## config.mk

```make
export PLATFORM = sky130hd
export DESIGN_NAME = neighbor_update_flat
export DESIGN_NICKNAME = d
export VERILOG_FILES = /design/src/rtl/neighbor_update_if.sv /design/src/rtl/neighbor_update.sv /design/src/flat_wrapper.sv
export SDC_FILE = /design/constraint.sdc
export NUM_CORES = 1
export LEC_CHECK = 0
export CORE_MARGIN = 4
export CORE_UTILIZATION = 44
export DETAILED_ROUTE_END_ITERATION = 6
export HOLD_SLACK_MARGIN = 0.02
export PLACE_DENSITY = 0.72
export RECOVER_POWER = 100
export SETUP_SLACK_MARGIN = 0.02
export SLEW_MARGIN = 20
export SYNTH_ARGS = -nofsm -noshare
export SYNTH_HDL_FRONTEND = slang
export SYNTH_SLANG_ARGS = --single-unit
```

## constraint.sdc

```tcl
create_clock -name clock -period 6.13 [get_ports clock]
set_input_delay 0.9195 -clock clock [delete_from_list [all_inputs] [get_ports clock]]
set_output_delay 0.9195 -clock clock [all_outputs]
set_load 0.05 [all_outputs]
```

## src/rtl/neighbor_update_if.sv

```systemverilog
// rtl/neighbor_update_if.sv - node memory port shared by the neighbour table readers and writers
interface neighbor_update_if #(
  parameter int WORD_WIDTH = 16
);
  logic [10:0]           address;
  logic [WORD_WIDTH-1:0] data_out;
  logic                  wr_en;
  logic [WORD_WIDTH-1:0] data_in;

  modport master (output address, output data_out, output wr_en, input data_in);
  modport slave  (input address, input data_out, input wr_en, output data_in);
endinterface

```

## src/rtl/neighbor_update.sv

```systemverilog
// rtl/neighbor_update.sv - writes a neighbour frame's batteryStat and qValue into the sender's table slot
module neighbor_update #(
  parameter int          WORD_WIDTH    = 16,
  parameter int          MAX_NEIGHBORS = 64,
  parameter logic [10:0] NBR_ID_BASE   = 11'h048,
  parameter logic [10:0] BATT_BASE     = 11'h148,
  parameter logic [10:0] QVAL_BASE     = 11'h1C8
) (
  input  logic                  clock,
  input  logic                  rst,
  input  logic                  en,
  input  logic                  start,
  input  logic [WORD_WIDTH-1:0] f_sourceID,
  input  logic [WORD_WIDTH-1:0] f_batteryStat,
  input  logic [WORD_WIDTH-1:0] f_Value,
  input  logic [6:0]            neighbor_count,
  neighbor_update_if.master     bus,
  output logic                  found,
  output logic [5:0]            match_index,
  output logic                  done
);

  localparam logic [6:0] MAX_CNT = 7'(MAX_NEIGHBORS);

  typedef enum logic [2:0] {
    S_IDLE    = 3'd0,
    S_ARMED   = 3'd1,
    S_SEARCH  = 3'd2,
    S_WR_BATT = 3'd3,
    S_WR_QVAL = 3'd4,
    S_NO_HIT  = 3'd5,
    S_DONE    = 3'd6
  } state_t;

  state_t                state, state_d;
  logic [5:0]            idx, idx_d;
  logic [6:0]            cnt, cnt_d;
  logic [WORD_WIDTH-1:0] src_q, src_d, batt_q, batt_d, val_q, val_d;
  logic [10:0]           address_q, address_d;
  logic [WORD_WIDTH-1:0] data_out_q, data_out_d;
  logic                  wr_en_q, wr_en_d;
  logic                  found_d, done_d;
  logic [5:0]            match_index_d;
  logic [6:0]            cnt_clamped;
  logic [5:0]            idx_next;

  function automatic logic [10:0] slot_off(input logic [5:0] i);
    return {4'b0000, i, 1'b0};
  endfunction

  assign cnt_clamped = (neighbor_count > MAX_CNT) ? MAX_CNT : neighbor_count;
  assign idx_next    = idx + 6'd1;

  assign bus.address  = address_q;
  assign bus.data_out = data_out_q;
  assign bus.wr_en    = wr_en_q;

  always_comb begin
    state_d       = state;
    idx_d         = idx;
    cnt_d         = cnt;
    src_d         = src_q;
    batt_d        = batt_q;
    val_d         = val_q;
    address_d     = address_q;
    data_out_d    = data_out_q;
    wr_en_d       = wr_en_q;
    found_d       = found;
    match_index_d = match_index;
    done_d        = done;
    case (state)
      S_IDLE: begin
        if (en) begin
          state_d       = S_ARMED;
          done_d        = 1'b0;
          found_d       = 1'b0;
          match_index_d = '0;
        end
      end
      S_ARMED: begin
        if (start) begin
          src_d  = f_sourceID;
          batt_d = f_batteryStat;
          val_d  = f_Value;
          cnt_d  = cnt_clamped;
          idx_d  = '0;
          // Empty table still takes the spare NO_HIT cycle so both miss paths share timing
          if (cnt_clamped == 7'd0) begin
            found_d = 1'b0;
            state_d = S_NO_HIT;
          end else begin
            address_d = NBR_ID_BASE;
            state_d   = S_SEARCH;
          end
        end
      end
      S_SEARCH: begin
        if (bus.data_in == src_q) begin
          match_index_d = idx;
          address_d     = BATT_BASE + slot_off(idx);
          data_out_d    = batt_q;
          wr_en_d       = 1'b1;
          state_d       = S_WR_BATT;
        end else if ({1'b0, idx} == cnt - 7'd1) begin
          state_d = S_NO_HIT;
        end else begin
          idx_d     = idx_next;
          address_d = NBR_ID_BASE + slot_off(idx_next);
        end
      end
      S_WR_BATT: begin
        address_d  = QVAL_BASE + slot_off(match_index);
        data_out_d = val_q;
        wr_en_d    = 1'b1;
        state_d    = S_WR_QVAL;
      end
      S_WR_QVAL: begin
        wr_en_d = 1'b0;
        found_d = 1'b1;
        state_d = S_DONE;
      end
      S_NO_HIT: begin
        wr_en_d = 1'b0;
        found_d = 1'b0;
        state_d = S_DONE;
      end
      S_DONE: begin
        done_d  = 1'b1;
        state_d = S_IDLE;
      end
      default: state_d = S_IDLE;
    endcase
  end

  always_ff @(posedge clock or posedge rst) begin
    if (rst) begin
      state       <= S_IDLE;
      idx         <= '0;
      cnt         <= '0;
      src_q       <= '0;
      batt_q      <= '0;
      val_q       <= '0;
      address_q   <= '0;
      data_out_q  <= '0;
      wr_en_q     <= 1'b0;
      found       <= 1'b0;
      match_index <= '0;
      done        <= 1'b0;
    end else begin
      state       <= state_d;
      idx         <= idx_d;
      cnt         <= cnt_d;
      src_q       <= src_d;
      batt_q      <= batt_d;
      val_q       <= val_d;
      address_q   <= address_d;
      data_out_q  <= data_out_d;
      wr_en_q     <= wr_en_d;
      found       <= found_d;
      match_index <= match_index_d;
      done        <= done_d;
    end
  end

endmodule

```

## src/flat_wrapper.sv

```systemverilog
// flat-port wrapper written by rule: the top's interface ports become plain ports
module neighbor_update_flat 
#(
  parameter int          WORD_WIDTH    = 16,
  parameter int          MAX_NEIGHBORS = 64,
  parameter logic [10:0] NBR_ID_BASE   = 11'h048,
  parameter logic [10:0] BATT_BASE     = 11'h148,
  parameter logic [10:0] QVAL_BASE     = 11'h1C8
)
  (clock, rst, en, start, f_sourceID, f_batteryStat, f_Value, neighbor_count, found, match_index, done, bus_address, bus_data_out, bus_wr_en, bus_data_in);
  neighbor_update_if #(.WORD_WIDTH(WORD_WIDTH)) bus_i ();
  input  logic clock;
  input  logic rst;
  input  logic en;
  input  logic start;
  input  logic [WORD_WIDTH-1:0] f_sourceID;
  input  logic [WORD_WIDTH-1:0] f_batteryStat;
  input  logic [WORD_WIDTH-1:0] f_Value;
  input  logic [6:0] neighbor_count;
  output logic found;
  output logic [5:0] match_index;
  output logic done;
  output wire logic [$bits(bus_i.address)-1:0] bus_address;
  output wire logic [$bits(bus_i.data_out)-1:0] bus_data_out;
  output wire logic [$bits(bus_i.wr_en)-1:0] bus_wr_en;
  input wire logic [$bits(bus_i.data_in)-1:0] bus_data_in;
  assign bus_address = bus_i.address;
  assign bus_data_out = bus_i.data_out;
  assign bus_wr_en = bus_i.wr_en;
  assign bus_i.data_in = bus_data_in;
  neighbor_update #(.WORD_WIDTH(WORD_WIDTH), .MAX_NEIGHBORS(MAX_NEIGHBORS), .NBR_ID_BASE(NBR_ID_BASE), .BATT_BASE(BATT_BASE), .QVAL_BASE(QVAL_BASE)) u_core (.clock(clock), .rst(rst), .en(en), .start(start), .f_sourceID(f_sourceID), .f_batteryStat(f_batteryStat), .f_Value(f_Value), .neighbor_count(neighbor_count), .bus(bus_i), .found(found), .match_index(match_index), .done(done));
endmodule
```

Word-level counts from Yosys, hierarchy flattened
Cells that the tools add are included.
- register bits after elaboration: 100
- bits of input ports: 75
- output and inout port bits: 36
- logic and storage cells: 82
- add/sub/neg operators: 5
- order comparisons: 1
- equality and inequality tests: 17
- muxes and demuxes: 28
- reductions and logical operators: 19
- operator list (operator ; number):
    $mux W11 ; 4
    $pmux W11 S3 ; 1
    $pmux W16 S2 ; 1
    $mux W6 ; 5
    $pmux W6 S2 ; 2
    $add A9 B7 Y10 const A ; 2
    $eq A16 B16 Y1 ; 1
    $mux W16 ; 1
    $mux W3 ; 5
    $pmux W3 S5 ; 1
    $reduce_and A4 Y1 ; 3
    $ne A2 B2 Y1 const B ; 5
    $eq A3 B3 Y1 const B ; 3
    $add A7 B7 Y8 const A ; 1
    $reduce_and A2 Y1 ; 4
    $reduce_bool A2 Y1 ; 4
    $eq A6 B7 Y1 ; 1
    $gt A7 B7 Y1 const B ; 1
    $logic_not A7 Y1 ; 1
    $mux W7 ; 1
    $sub A7 B1 Y7 const B ; 1
    $add A6 B1 Y6 const B ; 1
    $eq A3 B2 Y1 const B ; 2
    $reduce_and A3 Y1 ; 2
    other kinds (12) ; 17

Logic depth before layout (Yosys ltp)
- depth in word-level cells: 6
- mapped depth: 11
- gate-level depth less buffers: 11

Worst setup path after synthesis
Ideal clock, no wire load.
- kind: input-to-reg
- start point: in bus_data_in[10]
- end point: reg u_core.address_q[3], in the netlist u_core.bus.address[3]
- data arrival time: 2.389 ns
- path slack: 3.616 ns
- stages on the path: 7
- buffers on the path: 1
- cell sequence: xnor2_1 > nand4_1 > or4_1 > clkbuf_1 > a211oi_1 > a211oi_1 > mux2_2
- cells in the longest elaborated chain, start to end: 3
- elaborated cells on any way between the ends: 5
- ends and longest elaborated chain (element ; RTL line ; text):
    from (decl) ; flat_wrapper.sv:26 ; input wire logic [$bits(bus_i.data_in)-1:0] bus_data_in;
    $eq A16 B16 Y1 * ; neighbor_update.sv:98 ; if (bus.data_in == src_q) begin
    $ne A3 B2 Y1 (no line) or $mux W11 (tied branches) ; n/a ;
    $reduce_and A4 Y1 (no line) or $pmux W11 S3 (tied branches) ; n/a ;
    to (signal assigned) ; neighbor_update.sv:156 ; address_q <= address_d;
    to (decl) ; neighbor_update.sv:39 ; logic [10:0] address_q, address_d;
Every way passes the cells marked *; elsewhere a longest branch is shown, timed or not.
A chain may end at the register's enable or synchronous reset.

Final worst setup path
- start point: in bus_data_in[10]
- end point: reg u_core.data_out_q[14], in the netlist u_core.bus.data_out[14]
- cells in the longest elaborated chain, start to end: 3
- ends and longest elaborated chain (element ; RTL line ; text):
    $eq A16 B16 Y1 ; neighbor_update.sv:98 ;
    $ne A2 B1 Y1 (no line) ; n/a ;
    $reduce_and A2 Y1 (no line) ; n/a ;
    to (signal assigned) ; neighbor_update.sv:157 ; data_out_q <= data_out_d;
    to (decl) ; neighbor_update.sv:40 ; logic [WORD_WIDTH-1:0] data_out_q, data_out_d;
No other way between the ends.

==> run summary <==
The flow ran to the end, but the final reports show violations. The power density of the placed cells is 448 nW/um^2. The final estimated routing congestion in global placement is 0.877. The total overflow reported by the global router is 0. The number of violations of the max-capacitance limit came out at 3.

The setup path with the least slack is of type in2reg. Setup repair after global routing left no endpoint under its margin. The post-detailed-routing wire length is 11800 um. The clock transition at the registers of the reported paths came out at 100 ps. The final-report max-slew violation count came out at 161.

The clock reaches the later pin of the worst-skew pair after 370 ps. The data required time at the worst endpoint is 6380 ps. In this run the power spent charging and discharging nets is 0.00119 W. The worst path needs 3820 ps of the cycle, external delays included. The via count normalized by instance count is 5.21. The antenna cell count came out at 0. The first-iteration detailed-routing DRC count came out at 263.

The mean instance size in the synthesized netlist is 9.04 um^2. Global routing used 3.69% of the available met3 tracks. The number of endpoints failing setup at the final stage came out at 0.

The arrival time at the worst endpoint came out at 4070 ps. The hold violation count in the final report came to 0. Counting distinct cell types in the post-synthesis netlist gives 53. The share of total power consumed by net switching came out at 43.1%. sky130_fd_sc_hd__nand2_1 is the most common cell in the netlist.

The share of the Yosys chip area taken by registers is 50.6%. Counting tap cells, the placed design contains a total of 758 instances. The share of the cycle needed by the critical path after routing is 62.4%.

By count the netlist is led by sky130_fd_sc_hd__nand2_1, sky130_fd_sc_hd__dfrtp_1, sky130_fd_sc_hd__o21ai_0, sky130_fd_sc_hd__xnor2_1, sky130_fd_sc_hd__mux2i_1. The synthesized design contains 98 register bits. Headroom to the max-slew limit came out at -47.8%.

The non-filler instance count after layout is 774. The post-CTS setup buffer count came out at 0. The die is 113 um wide. Internal power comes to 0.00158 W. The overall die area came out at 12800 um^2. Counting flops with an async set or reset pin after synthesis yields a share of 100%. The final layout contains 709 nets. The measured slew at the worst slew-check pin came out at 2210 ps.

The floorplan die height is 113 um. The static leakage power came out at 2.96 nW. The peak ir drop on the vdd network is 0.225 mV. For this configuration, the core starts out at a cell density of 44.9%. The routed length per instance came out at 15.3 um. The number of hold buffers added after CTS was 0.

Fill cells in the final layout number 983. In the final layout, the share of cells above drive strength 1 is 5.36%. The biggest area contributor in the post-synthesis netlist is sky130_fd_sc_hd__dfrtp_1. The sum of net half-perimeters after detailed placement came out at 8460 um. The post-synthesis cell area is 4840 um^2.

Of the total power, registers draw 40.4%. The number of enable-type register cells in the synthesized netlist came out at 0. The most utilized layer in the global route result is met2. The area of the core region came out at 10800 um^2. The largest fanout on the critical path is 27. The number of global-route vias before repair came out at 3981. In the routed design, unresolved DRC markers number 0. The sort of element at the start of the critical path is an input pin.

The min-delay analysis places its worst path in the category reg2reg. The first-pass GRT wire length came out at 19500 um. The post-route setup TNS is 0 ps.

Of the total power, combinational logic draws 43.6%. The port buffer count is 108. In this run the biggest area consumer among cell types represents 50.6% of the synthesized area. The worst clock skew on the final layout came out at 11.0 ps. The synthesized instance count is 536. The number of clock buffers inserted by TritonCTS is 9. Entering global routing, the biggest net connects 59 pins.

In this run, post-CTS repair resized a total of 0 instances. The number of iterations in the first detailed-routing pass came out at 7. Based on the critical path, the design can be clocked at up to 262 MHz. The proportion of power drawn by the clock network is 16.0%.

In this run the remaining antenna-violating nets after routing total 0. TritonCTS built the clock tree. The final reports fail on max-capacitance violations, max-slew violations. STA classifies the critical path endpoint as a flop.

The global routing met1 resource utilization came out at 26.1%. Relative to the synthesized area, the layout overhead comes to 27.7%. The global-route met2 utilization is 29.1%. The number of top-level pins came out at 111. The placement row count came out at 38. For this run, the number of Yosys warnings is 0. The level count of the clock H-tree came out at 3. The tree is rooted in a sky130_fd_sc_hd__clkbuf_8. The total via count in the routed design is 4032.

The initial antenna violation count was 0. The total routing resource utilization after global routing is 18.9%. Counting every sink on the clock net gives 98. After synthesis, the cell types taking the most area are sky130_fd_sc_hd__dfrtp_1, sky130_fd_sc_hd__nand2_1, sky130_fd_sc_hd__mux2i_1, sky130_fd_sc_hd__xnor2_1, sky130_fd_sc_hd__o21ai_0. In the synthesized netlist the dominant register cell turns out to be sky130_fd_sc_hd__dfrtp_1. The maximum number of buffers from clock root to sink came out at 2. Measured on the finished design, the core utilization comes to 57.3%.
[area by class of cell]
cell class | count | area [um^2] | share of cell area, %
clock inverters | 6 | 72.6 | 1.17
flip-flops and latches | 98 | 2450 | 39.7
inverters | 15 | 57.6 | 0.931
multi-input cells | 394 | 2190 | 35.4
well taps | 140 | 175 | 2.83
clock buffers | 10 | 138 | 2.23
repair buffers | 111 | 1100 | 17.8
[cells in the final DEF, fill, tap and decap left out, types with 4 or more instances in the layout]
cell / Yosys / routed
sky130_fd_sc_hd__o211ai_1: 5 / 5
sky130_fd_sc_hd__clkbuf_8: 0 / 10
sky130_fd_sc_hd__xor2_1: 5 / 5
sky130_fd_sc_hd__a21oi_1: 14 / 15
sky130_fd_sc_hd__xnor2_1: 25 / 25
sky130_fd_sc_hd__dfrtp_1: 98 / 98
sky130_fd_sc_hd__nand2_1: 185 / 186
sky130_fd_sc_hd__mux2_2: 7 / 7
sky130_fd_sc_hd__nand4_1: 4 / 4
sky130_fd_sc_hd__nand3_1: 15 / 15
sky130_fd_sc_hd__dlygate4sd3_1: 0 / 39
sky130_fd_sc_hd__nand3b_1: 8 / 8
sky130_fd_sc_hd__mux2i_1: 22 / 22
sky130_fd_sc_hd__ha_1: 5 / 5
sky130_fd_sc_hd__inv_1: 15 / 14
sky130_fd_sc_hd__nor3_1: 7 / 6
sky130_fd_sc_hd__clkdlybuf4s50_1: 0 / 69
sky130_fd_sc_hd__nor2_1: 13 / 13
sky130_fd_sc_hd__o21ai_0: 35 / 35
[kinds of logic (layout without fill, tap and decap cells)]
family	after synthesis	in the layout	synth area share, %
and+or+nand+nor	254	254	23.1
DFF	98	98	50.6
AOI/OAI and AO/OA	74	74	9.35
buffers and inverters	45	142	3.95
xor gates and xnor gates	30	30	5.42
muxes	29	29	6.17
adders and majority gates	5	5	1.29
other	1	2	0.0774
[metrics by stage]
step                power [W]  setup WS, ps  cell area (um^2)  hold slack (ps)
detailed placement    0.00237          2840              6010              462
CTS                   0.00282          3260              6220              484
finish                0.00277          2310              6180              479
global route          0.00297          1980              6180              511
floorplan             0.00198          2650              4850              445
global placement      0.00234          2920              6010              458
[final timing paths]
check                                 from                      end  slack [ps]  cells past startpoint
min reg2reg                u_core.val_q[2]          u_core.val_q[2]         480                      2
max in group asynchronous              rst          u_core.src_q[4]        3260                      3
min                        u_core.val_q[2]          u_core.val_q[2]         480                      2
max reg2reg                u_core.state[0]            u_core.idx[4]        2580                      5
min in group asynchronous              rst   u_core.bus.data_out[0]        1460                      2
max                        bus_data_in[10]  u_core.bus.data_out[14]        2310                      8
[state kept, by name, indices dropped and copies added (netlist names)]
signal,flops
u_core.batt_q,16
u_core.bus.data_out,16
u_core.src_q,16
u_core.val_q,16
u_core.bus.address,9
u_core.cnt,7
u_core.idx,6
u_core.match_index,6
u_core.state,3
u_core.bus.wr_en,1
u_core.done,1
u_core.found,1
[per-layer routing]
layer / part of all wire (%) / vias up
met5: 0 / -
met4: 2.0 / 0
met3: 5.8 / 22
met2: 47 / 137
met1: 46 / 1915
li1: - / 1958
[power by group through the flow]
stage	combinational [W]	clock [W]	sequential, W
floorplan	0.000691	0	0.00129
global placement	0.00121	0	0.00112
detailed placement	0.00125	0	0.00113
CTS	0.00125	0.000452	0.00112
global route	0.00134	0.000478	0.00115
finish	0.00121	0.000442	0.00112
[worst max-delay path: stages]
cell and delay (ps):
sky130_fd_sc_hd__dlygate4sd3_1 550, sky130_fd_sc_hd__xnor2_1 130, sky130_fd_sc_hd__nand4_1 160, sky130_fd_sc_hd__nor4_1 340, sky130_fd_sc_hd__clkbuf_1 510, sky130_fd_sc_hd__nand2_1 900, sky130_fd_sc_hd__mux2i_1 430, sky130_fd_sc_hd__o21ai_0 100
Note: power is estimated with default switching activity, not from simulation.
